<file path="config.mk">
export PLATFORM = sky130hd
export DESIGN_NAME = ctrl_wb_multi
export DESIGN_NICKNAME = d
export VERILOG_FILES = /design/src/rtl/ctrl_wb_multi.sv
export SDC_FILE = /design/constraint.sdc
export NUM_CORES = 1
export LEC_CHECK = 0
export BUFFER_PORTS_ARGS = -buffer_cell sky130_fd_sc_hd__buf_2
export CAP_MARGIN = 20
export CORE_UTILIZATION = 35
export DETAILED_ROUTE_END_ITERATION = 8
export PLACE_DENSITY = 0.56
export SLEW_MARGIN = 20
export SYNTH_ARGS = -nofsm -noshare
export SYNTH_HDL_FRONTEND = slang
export SYNTH_SLANG_ARGS = --single-unit
export TNS_END_PERCENT = 1
</file>
<file path="constraint.sdc">
create_clock -name clk -period 5.68 [get_ports clk]
set_input_delay 0.568 -clock clk [delete_from_list [all_inputs] [get_ports clk]]
set_output_delay 0.568 -clock clk [all_outputs]
set_load 0.005 [all_outputs]
</file>
<file path="src/rtl/ctrl_wb_multi.sv">
// Multi-engine output-buffer write-back sequencer: drains NUM_ENG engines in ascending order per tile.
// Optional macro WB_STALL_CNT_EN adds the wb_stall_cycles busy-but-not-valid counter.
module ctrl_wb_multi #(
   parameter int NUM_ENG = 2,
   parameter int ADDR_W  = 10,
   parameter int BANK_W  = 3,
   parameter int CNT_W   = 16
) (
   input  logic                      clk,
   input  logic                      rst,
   input  logic [NUM_ENG*CNT_W-1:0]  eng_out_times,
   input  logic [NUM_ENG*BANK_W-1:0] eng_bank_num,
   input  logic                      wb_tile_start,
   input  logic                      wb_valid_out,
   output logic                      wb_we,
   output logic [NUM_ENG-1:0]        wb_eng_sel,
   output logic [BANK_W-1:0]         wb_bank_sel,
   output logic [ADDR_W-1:0]         wb_addr,
   output logic                      wb_busy,
   output logic                      wb_tile_end,
`ifdef WB_STALL_CNT_EN
   output logic [31:0]               wb_stall_cycles,
`endif
   output logic                      wb_start_err
);

   localparam int EW = (NUM_ENG > 1) ? $clog2(NUM_ENG) : 1;

   typedef enum logic [0:0] {
      ST_IDLE  = 1'b0,
      ST_DRAIN = 1'b1
   } state_t;

   state_t                    state_r, state_s;
   logic [EW-1:0]             eng_r, eng_s;
   logic [CNT_W-1:0]          cnt_r, cnt_s;
   logic [BANK_W-1:0]         bank_r, bank_s;
   logic [NUM_ENG*CNT_W-1:0]  times_r;
   logic [NUM_ENG*BANK_W-1:0] banks_r;
   logic                      tile_end_r, tile_end_s;
   logic                      start_err_r, start_err_s;
   logic                      latch_s;

   logic [EW-1:0]             first_s, next_s;
   logic                      first_found_s, next_found_s;
   logic [CNT_W-1:0]          cur_times_s;
   logic [BANK_W-1:0]         cur_bank_num_s;
   logic [BANK_W-1:0]         bank_last_s;
   logic                      last_beat_s;

   // Engine search: first non-empty engine of the incoming tile, next non-empty engine after eng_r
   always_comb begin
      first_s        = '0;
      first_found_s  = 1'b0;
      next_s         = '0;
      next_found_s   = 1'b0;
      cur_times_s    = '0;
      cur_bank_num_s = '0;
      for (int j = 0; j < NUM_ENG; j++) begin
         logic take_first;
         logic take_next;
         logic is_cur;
         take_first     = !first_found_s && (eng_out_times[j*CNT_W +: CNT_W] != '0);
         take_next      = !next_found_s && (j > int'(eng_r)) && (times_r[j*CNT_W +: CNT_W] != '0);
         is_cur         = (eng_r == EW'(j));
         first_s        = take_first ? EW'(j) : first_s;
         first_found_s  = first_found_s | take_first;
         next_s         = take_next ? EW'(j) : next_s;
         next_found_s   = next_found_s | take_next;
         cur_times_s    = is_cur ? times_r[j*CNT_W +: CNT_W] : cur_times_s;
         cur_bank_num_s = is_cur ? banks_r[j*BANK_W +: BANK_W] : cur_bank_num_s;
      end
   end

   // A bank count of zero behaves as a single bank, so the wrap point is bank 0
   assign bank_last_s = (cur_bank_num_s == '0) ? '0 : (cur_bank_num_s - BANK_W'(1));
   assign last_beat_s = (cnt_r == (cur_times_s - CNT_W'(1)));

   // Next-state and pulse decode
   always_comb begin
      state_s     = state_r;
      eng_s       = eng_r;
      cnt_s       = cnt_r;
      bank_s      = bank_r;
      tile_end_s  = 1'b0;
      start_err_s = 1'b0;
      latch_s     = 1'b0;
      case (state_r)
         ST_IDLE: begin
            if (wb_tile_start) begin
               latch_s = 1'b1;
               cnt_s   = '0;
               bank_s  = '0;
               if (first_found_s) begin
                  state_s = ST_DRAIN;
                  eng_s   = first_s;
               end else begin
                  tile_end_s = 1'b1;
               end
            end else begin
               state_s = ST_IDLE;
            end
         end
         ST_DRAIN: begin
            start_err_s = wb_tile_start;
            if (wb_valid_out) begin
               if (last_beat_s) begin
                  cnt_s  = '0;
                  bank_s = '0;
                  if (next_found_s) begin
                     eng_s = next_s;
                  end else begin
                     state_s    = ST_IDLE;
                     eng_s      = '0;
                     tile_end_s = 1'b1;
                  end
               end else begin
                  cnt_s  = cnt_r + CNT_W'(1);
                  bank_s = (bank_r == bank_last_s) ? '0 : (bank_r + BANK_W'(1));
               end
            end else begin
               state_s = ST_DRAIN;
            end
         end
         default: begin
            state_s = ST_IDLE;
            eng_s   = '0;
            cnt_s   = '0;
            bank_s  = '0;
         end
      endcase
   end

   // State and latched tile configuration
   always_ff @(posedge clk) begin
      if (rst) begin
         state_r     <= ST_IDLE;
         eng_r       <= '0;
         cnt_r       <= '0;
         bank_r      <= '0;
         times_r     <= '0;
         banks_r     <= '0;
         tile_end_r  <= 1'b0;
         start_err_r <= 1'b0;
      end else begin
         state_r     <= state_s;
         eng_r       <= eng_s;
         cnt_r       <= cnt_s;
         bank_r      <= bank_s;
         tile_end_r  <= tile_end_s;
         start_err_r <= start_err_s;
         if (latch_s) begin
            times_r <= eng_out_times;
            banks_r <= eng_bank_num;
         end
      end
   end

   // One-hot engine select decoded from the registered engine index
   always_comb begin
      wb_eng_sel = '0;
      for (int j = 0; j < NUM_ENG; j++) begin
         wb_eng_sel[j] = (state_r == ST_DRAIN) && (eng_r == EW'(j));
      end
   end

   assign wb_busy      = (state_r == ST_DRAIN);
   assign wb_we        = wb_busy & wb_valid_out;
   assign wb_bank_sel  = bank_r;
   assign wb_addr      = cnt_r[ADDR_W-1:0];
   assign wb_tile_end  = tile_end_r;
   assign wb_start_err = start_err_r;

`ifdef WB_STALL_CNT_EN
   logic [31:0] stall_r;

   // Saturating count of busy cycles without upstream data
   always_ff @(posedge clk) begin
      if (rst) begin
         stall_r <= 32'd0;
      end else if (latch_s) begin
         stall_r <= 32'd0;
      end else if (wb_busy && !wb_valid_out && (stall_r != 32'hFFFF_FFFF)) begin
         stall_r <= stall_r + 32'd1;
      end else begin
         stall_r <= stall_r;
      end
   end

   assign wb_stall_cycles = stall_r;
`endif

endmodule

</file>
Word-level counts from Yosys, hierarchy flattened
Cells that the tools add are included.
- bits in registers: 61
- bits of input ports: 42
- logic and storage cells: 67
- eq/ne operators: 6
- bitwise operators: 4
- reduce and logical (&&, ||, !) cells: 12
- add/sub/neg operators: 4
- $lt $le $gt $ge: 1
- muxes and demuxes: 32
- operator list (kind ; number):
    16-bit 2-to-1 mux ; 4
    16-bit nonzero test ; 3
    16-bit one-hot mux with 2 select lines ; 1
    3-bit 2-to-1 mux ; 6
    1-bit 2-to-1 mux ; 17
    16-bit by 1-bit adder with 16-bit output, second input constant ; 1
    16-bit equality test ; 1
    16-bit by 1-bit subtractor with 16-bit output, second input constant ; 1
    2-bit != test, second input constant ; 3
    1-bit one-hot mux with 2 select lines ; 3
    3-bit one-hot mux with 2 select lines ; 1
    1-bit logical AND ; 4
    4-bit AND reduction ; 1
    3-bit by 1-bit adder with 3-bit output, second input constant ; 1
    3-bit equality test ; 1
    3-bit zero test ; 1
    3-bit by 1-bit subtractor with 3-bit output, second input constant ; 1
    2-bit by 1-bit != test with 1-bit output, second input constant ; 1
    1-bit inverter ; 2
    2-bit AND reduction ; 1
    2-bit OR reduction ; 1
    1-bit AND ; 1
    1-bit greater-than comparator, first input constant ; 1
    1-bit zero test ; 1
    1-bit bitwise OR ; 1

Depth between registers and ports, before layout
- depth after elaboration: 8
- depth in mapped cells: 14
- gate-level depth less buffers: 9

Worst setup path before layout
OpenSTA, ideal clock, no wires.
- path type: flip-flop to flip-flop
- start point: register eng_r
- end point: register bank_r[0], in the netlist wb_bank_sel[0]
- setup time: 128 ps
- required time: 5552 ps
- buffers on the path: 4
- cell stages (with the launch flop): 13
- arrival time: 2922 ps
- path slack: 2631 ps
- period minus slack after synthesis: 3049 ps
- path through: dfxtp_1 -> buf_6 -> buf_8 -> buf_4 -> clkbuf_1 -> mux2i_1 -> ha_1 -> o221ai_1 -> or4b_4 -> a221oi_2 -> nand3_2 -> a32oi_1 -> nor2_1
- longest elaborated chain between the ends: 8
- elaborated cells between the ends (all ways): 12
- ends and longest elaborated chain (item ; line ; source):
    start, declared ; 35 ; logic [EW-1:0] eng_r, eng_s;
    start signal, assigned ; 147 ; eng_r <= eng_s;
    branches (longest 5 deep; another with 16-bit by 1-bit subtractor with 16-bit output) ; - ;
    3-bit 2-to-1 mux (*) ; 107 ; if (last_beat_s) begin
    3-bit 2-to-1 mux (*) ; 106 ; if (wb_valid_out) begin
    3-bit one-hot mux with 2 select lines (*) ; 88 ; case (state_r)
    end signal, assigned ; 149 ; bank_r <= bank_s;
    end, declared ; 37 ; logic [BANK_W-1:0] bank_r, bank_s;
Every way passes the cells marked *. The select of a mux whose other input is x is not followed.
A chain may end at the register's enable or synchronous reset.

Final worst setup path
- start point: register eng_r
- end point: register cnt_r[10]
- longest elaborated chain between the ends: 6
- ends and longest elaborated chain (item ; line ; source):
    16-bit 2-to-1 mux ; 70 ; cur_times_s = is_cur ? times_r[j*CNT_W +: CNT_W] : cur_times_s;
    16-bit by 1-bit subtractor with 16-bit output ; 77 ; assign last_beat_s = (cnt_r == (cur_times_s - CNT_W'(1)));
    16-bit equality test ; 77 ;
    16-bit 2-to-1 mux ; 107 ;
    16-bit 2-to-1 mux ; 106 ;
    16-bit one-hot mux with 2 select lines ; 88 ;
    end signal, assigned ; 148 ; cnt_r <= cnt_s;
    end, declared ; 36 ; logic [CNT_W-1:0] cnt_r, cnt_s;
Every way passes these cells. The select of a mux whose other input is x is not followed.

==> results.sh <==
export IMPL_cts_root_buffer="clkbuf_8"
export IMPL_dp_slack_ps=2232
export IMPL_via_per_inst=5.118
export IMPL_max_freq_ghz=0.2914
export IMPL_fin_crit_sh_pct=60.42
export IMPL_reg2reg_to="cnt_r[10]"
export IMPL_final_hold_violation_count=0
export IMPL_clockBufferDepth=2
export IMPL_worst_hold_startpoint="eng_bank_num[3]"
export IMPL_fp_dieArea_sq_mm=0.01049
export IMPL_postRouteAntennaNets=0
export IMPL_syn_to_final_growth_pct=14.40
export IMPL_post_cts_resized=0
export IMPL_core_sq_mm=0.009774
export IMPL_grt_pass1_vias=2889
export IMPL_r2r_slack_ps=2250
export IMPL_postPlaceCellArea_sq_mm=0.003825
export IMPL_slew_viol_final=0
export IMPL_p_comb_share_pct=17.2
export IMPL_antenna_found_initial=0
export IMPL_cts_setup_buffers=0
export IMPL_switching_power_uw=305.3
export IMPL_skew_ps=13.68
export IMPL_route_detailed_drc=0
export IMPL_syn_nets=496
export IMPL_seqPwrFrac_pct=44.4
export IMPL_syn_instance_count=449
export IMPL_synth_area_sq_mm=0.003528
export IMPL_endpoint="cnt_r[10]"
export IMPL_numPortBuffers=60
export IMPL_synth_edf_count=0
export IMPL_syn_area_per_cell_sq_um=7.858
export IMPL_max_slew_margin_rel_pct=35.49
export IMPL_grtUsageTotal_pct=18.24
export IMPL_diodes=0
export IMPL_final_common_cell="nand2_1"
export IMPL_postRouteWirelength_mm=9.121
export IMPL_ys_seq_area_share_pct=34.61
export IMPL_cts_clk_slew_worst_paths_ps=80
export IMPL_dieHeight_microns=102.4
export IMPL_first_iter_violations=111
export IMPL_timing_worst_setup_path_type="reg -> reg"
export IMPL_crit_start="eng_r"
export IMPL_ys_warn_count=0
export IMPL_crit_required_ps=5890
export IMPL_finalSetupViolations=0
export IMPL_max_cap_violations=0
export IMPL_vdd_drop_max_v=0.0001160
export IMPL_stdcell_area_sq_mm=0.004036
export IMPL_first_pass_iters=4
export IMPL_internal_power_uw=764.3
export IMPL_die_w_microns=102.4
export IMPL_synth_seq_cells=61
export IMPL_rsz0062_at_grt="no"
export IMPL_grt_pass1_wl_mm=14.53
export IMPL_overflow=0
export IMPL_finalCriticalPeriod_ps=3432
export IMPL_final_cell_mix="nand2_1, dfxtp_1, buf_2"
export IMPL_swShare_pct=28.54
export IMPL_h_tree_depth=3
export IMPL_cts_buffers=9
export IMPL_timing_rr_start="eng_r"
export IMPL_clock_power_share_pct=38.4
export IMPL_num_vias=3214
export IMPL_cp_end_kind="flip-flop"
export IMPL_dp_hpwl_mm=6.712
export IMPL_p_leak_nw=1.530
export IMPL_synthArstFlopShare_pct=0
export IMPL_ys_flop_type="dfxtp_1"
export IMPL_path_max_fanout=53
export IMPL_cellPowerDensity_mw_per_mm2=265.0
export IMPL_worstMarginPinSlew_ps=967.6
export IMPL_nNetsFinal=537
export IMPL_core_rowCount=36
export IMPL_status="finished, final reports clean"
export IMPL_arrival_ps=3640
export IMPL_r2r_cells=8
export IMPL_holdBufCountCts=0
export IMPL_worst_slack_ps=2248
export IMPL_cts_tree="yes"
export IMPL_hold_path_class="in -> reg"
export IMPL_fin_setup_tns_ps=0
export IMPL_ioPinCount=61
export IMPL_clkSinkCount=61
export IMPL_worstSetupStartpointType="flip-flop"
export IMPL_clk_latency_ps=350
export IMPL_routedWlPerCell_microns=14.52
export IMPL_ys_types=58
export IMPL_grt_max_degree=54
export IMPL_final_layout_size_suffix_gt1_share_pct=18.38
export IMPL_start_util_pct=36.10
export IMPL_place_gp_congestion=0.8445
==> cell usage after synthesis (2+ instances only) <==
master    instances  area [sq um]
nor3_1           14         70.07
nor4_1           13         81.33
a31oi_1           7         43.79
xor2_1           15         131.4
o32ai_1           2         17.52
nand4_1           9         56.30
and3_1            5         31.28
nor4b_1           2         17.52
nor2_1           31         116.4
nor3b_1           4         30.03
or4b_1            3         30.03
nand2b_1          2         12.51
nand2_1          93         349.1
and2_1            3         18.77
nor2b_1           3         18.77
ha_1              5         62.56
xnor2_1          24         210.2
dfxtp_1          61          1221
or4_1             3         22.52
o21ai_1           2         10.01
inv_1             8         30.03
a211oi_1          2         15.01
clkbuf_1         15         56.30
a221oi_2          2         30.03
nand3_1          14         70.07
buf_4            13         97.59
mux2i_1          16         160.2
a21oi_1          46         230.2
or3_1             3         18.77
==> worst min path at each step <==
stage	slack (ps)	end	cells after the start
6_report	460	banks_r[3]	3
3_5_place_dp	450	times_r[15]	2
3_3_place_gp	450	times_r[15]	2
4_1_cts	450	banks_r[3]	3
5_1_grt	460	banks_r[3]	3
2_1_floorplan	440	times_r[15]	2
==> area by class of cell <==
class | count | area (sq um)
multi-input combinational | 348 | 2091
inverter | 8 | 30.03
clock buffer | 13 | 168.9
clock inverter | 3 | 42.54
sequential | 61 | 1222
timing repair buffer | 62 | 315.3
fill | 1027 | 5738
tap | 133 | 166.4
==> layer usage <==
layer	up-vias	GRT usage, %	wire length, microns
li1	1652	-	-
met1	1484	25.37	4637
met2	67	27.16	4046
met3	11	3.010	265
met4	0	9.121	172
met5	-	0	0
==> kinds of logic after synthesis <==
family,synth area share [%]
mux,4.858
compound gates,13.72
buf+inv,6.205
fa+ha+maj,1.773
flops,34.61
simple gates,29.15
xor+xnor,9.681
==> critical path: stages (launching register included) <==
cell and delay (ps):
dfxtp_2 970, mux2i_1 370, ha_1 270, o221ai_1 240
or4b_4 590, nand2_1 110, nand4_1 120, o211ai_2 500
nor2_1 100
==> power by group through the flow <==
stage	registers (mW)	logic (mW)	clock network, mW
6_report	0.474	0.184	0.411
5_1_grt	0.478	0.206	0.442
4_1_cts	0.474	0.184	0.421
3_5_place_dp	0.484	0.184	0
3_3_place_gp	0.483	0.182	0
2_1_floorplan	0.470	0.145	0
==> registers in the layout, indices dropped and copies added (netlist names) <==
signal / cells
wb_busy: 1
cnt_r: 16
banks_r: 6
wb_start_err: 1
wb_bank_sel: 3
times_r: 32
eng_r: 1
wb_tile_end: 1
==> per-stage QoR <==
step | total power, mW | hold WS, ps | cells | utilization (%)
3_5_place_dp | 0.6675 | 448.9 | 612 | 39.13
2_1_floorplan | 0.6149 | 435.7 | 449 | -
5_1_grt | 1.126 | 455.5 | 628 | 41.30
3_3_place_gp | 0.6647 | 447.7 | 612 | 39.13
4_1_cts | 1.079 | 445.1 | 628 | 41.30
6_report | 1.070 | 456.7 | 628 | 41.30
No activity file was read; power rests on OpenSTA's default activity.
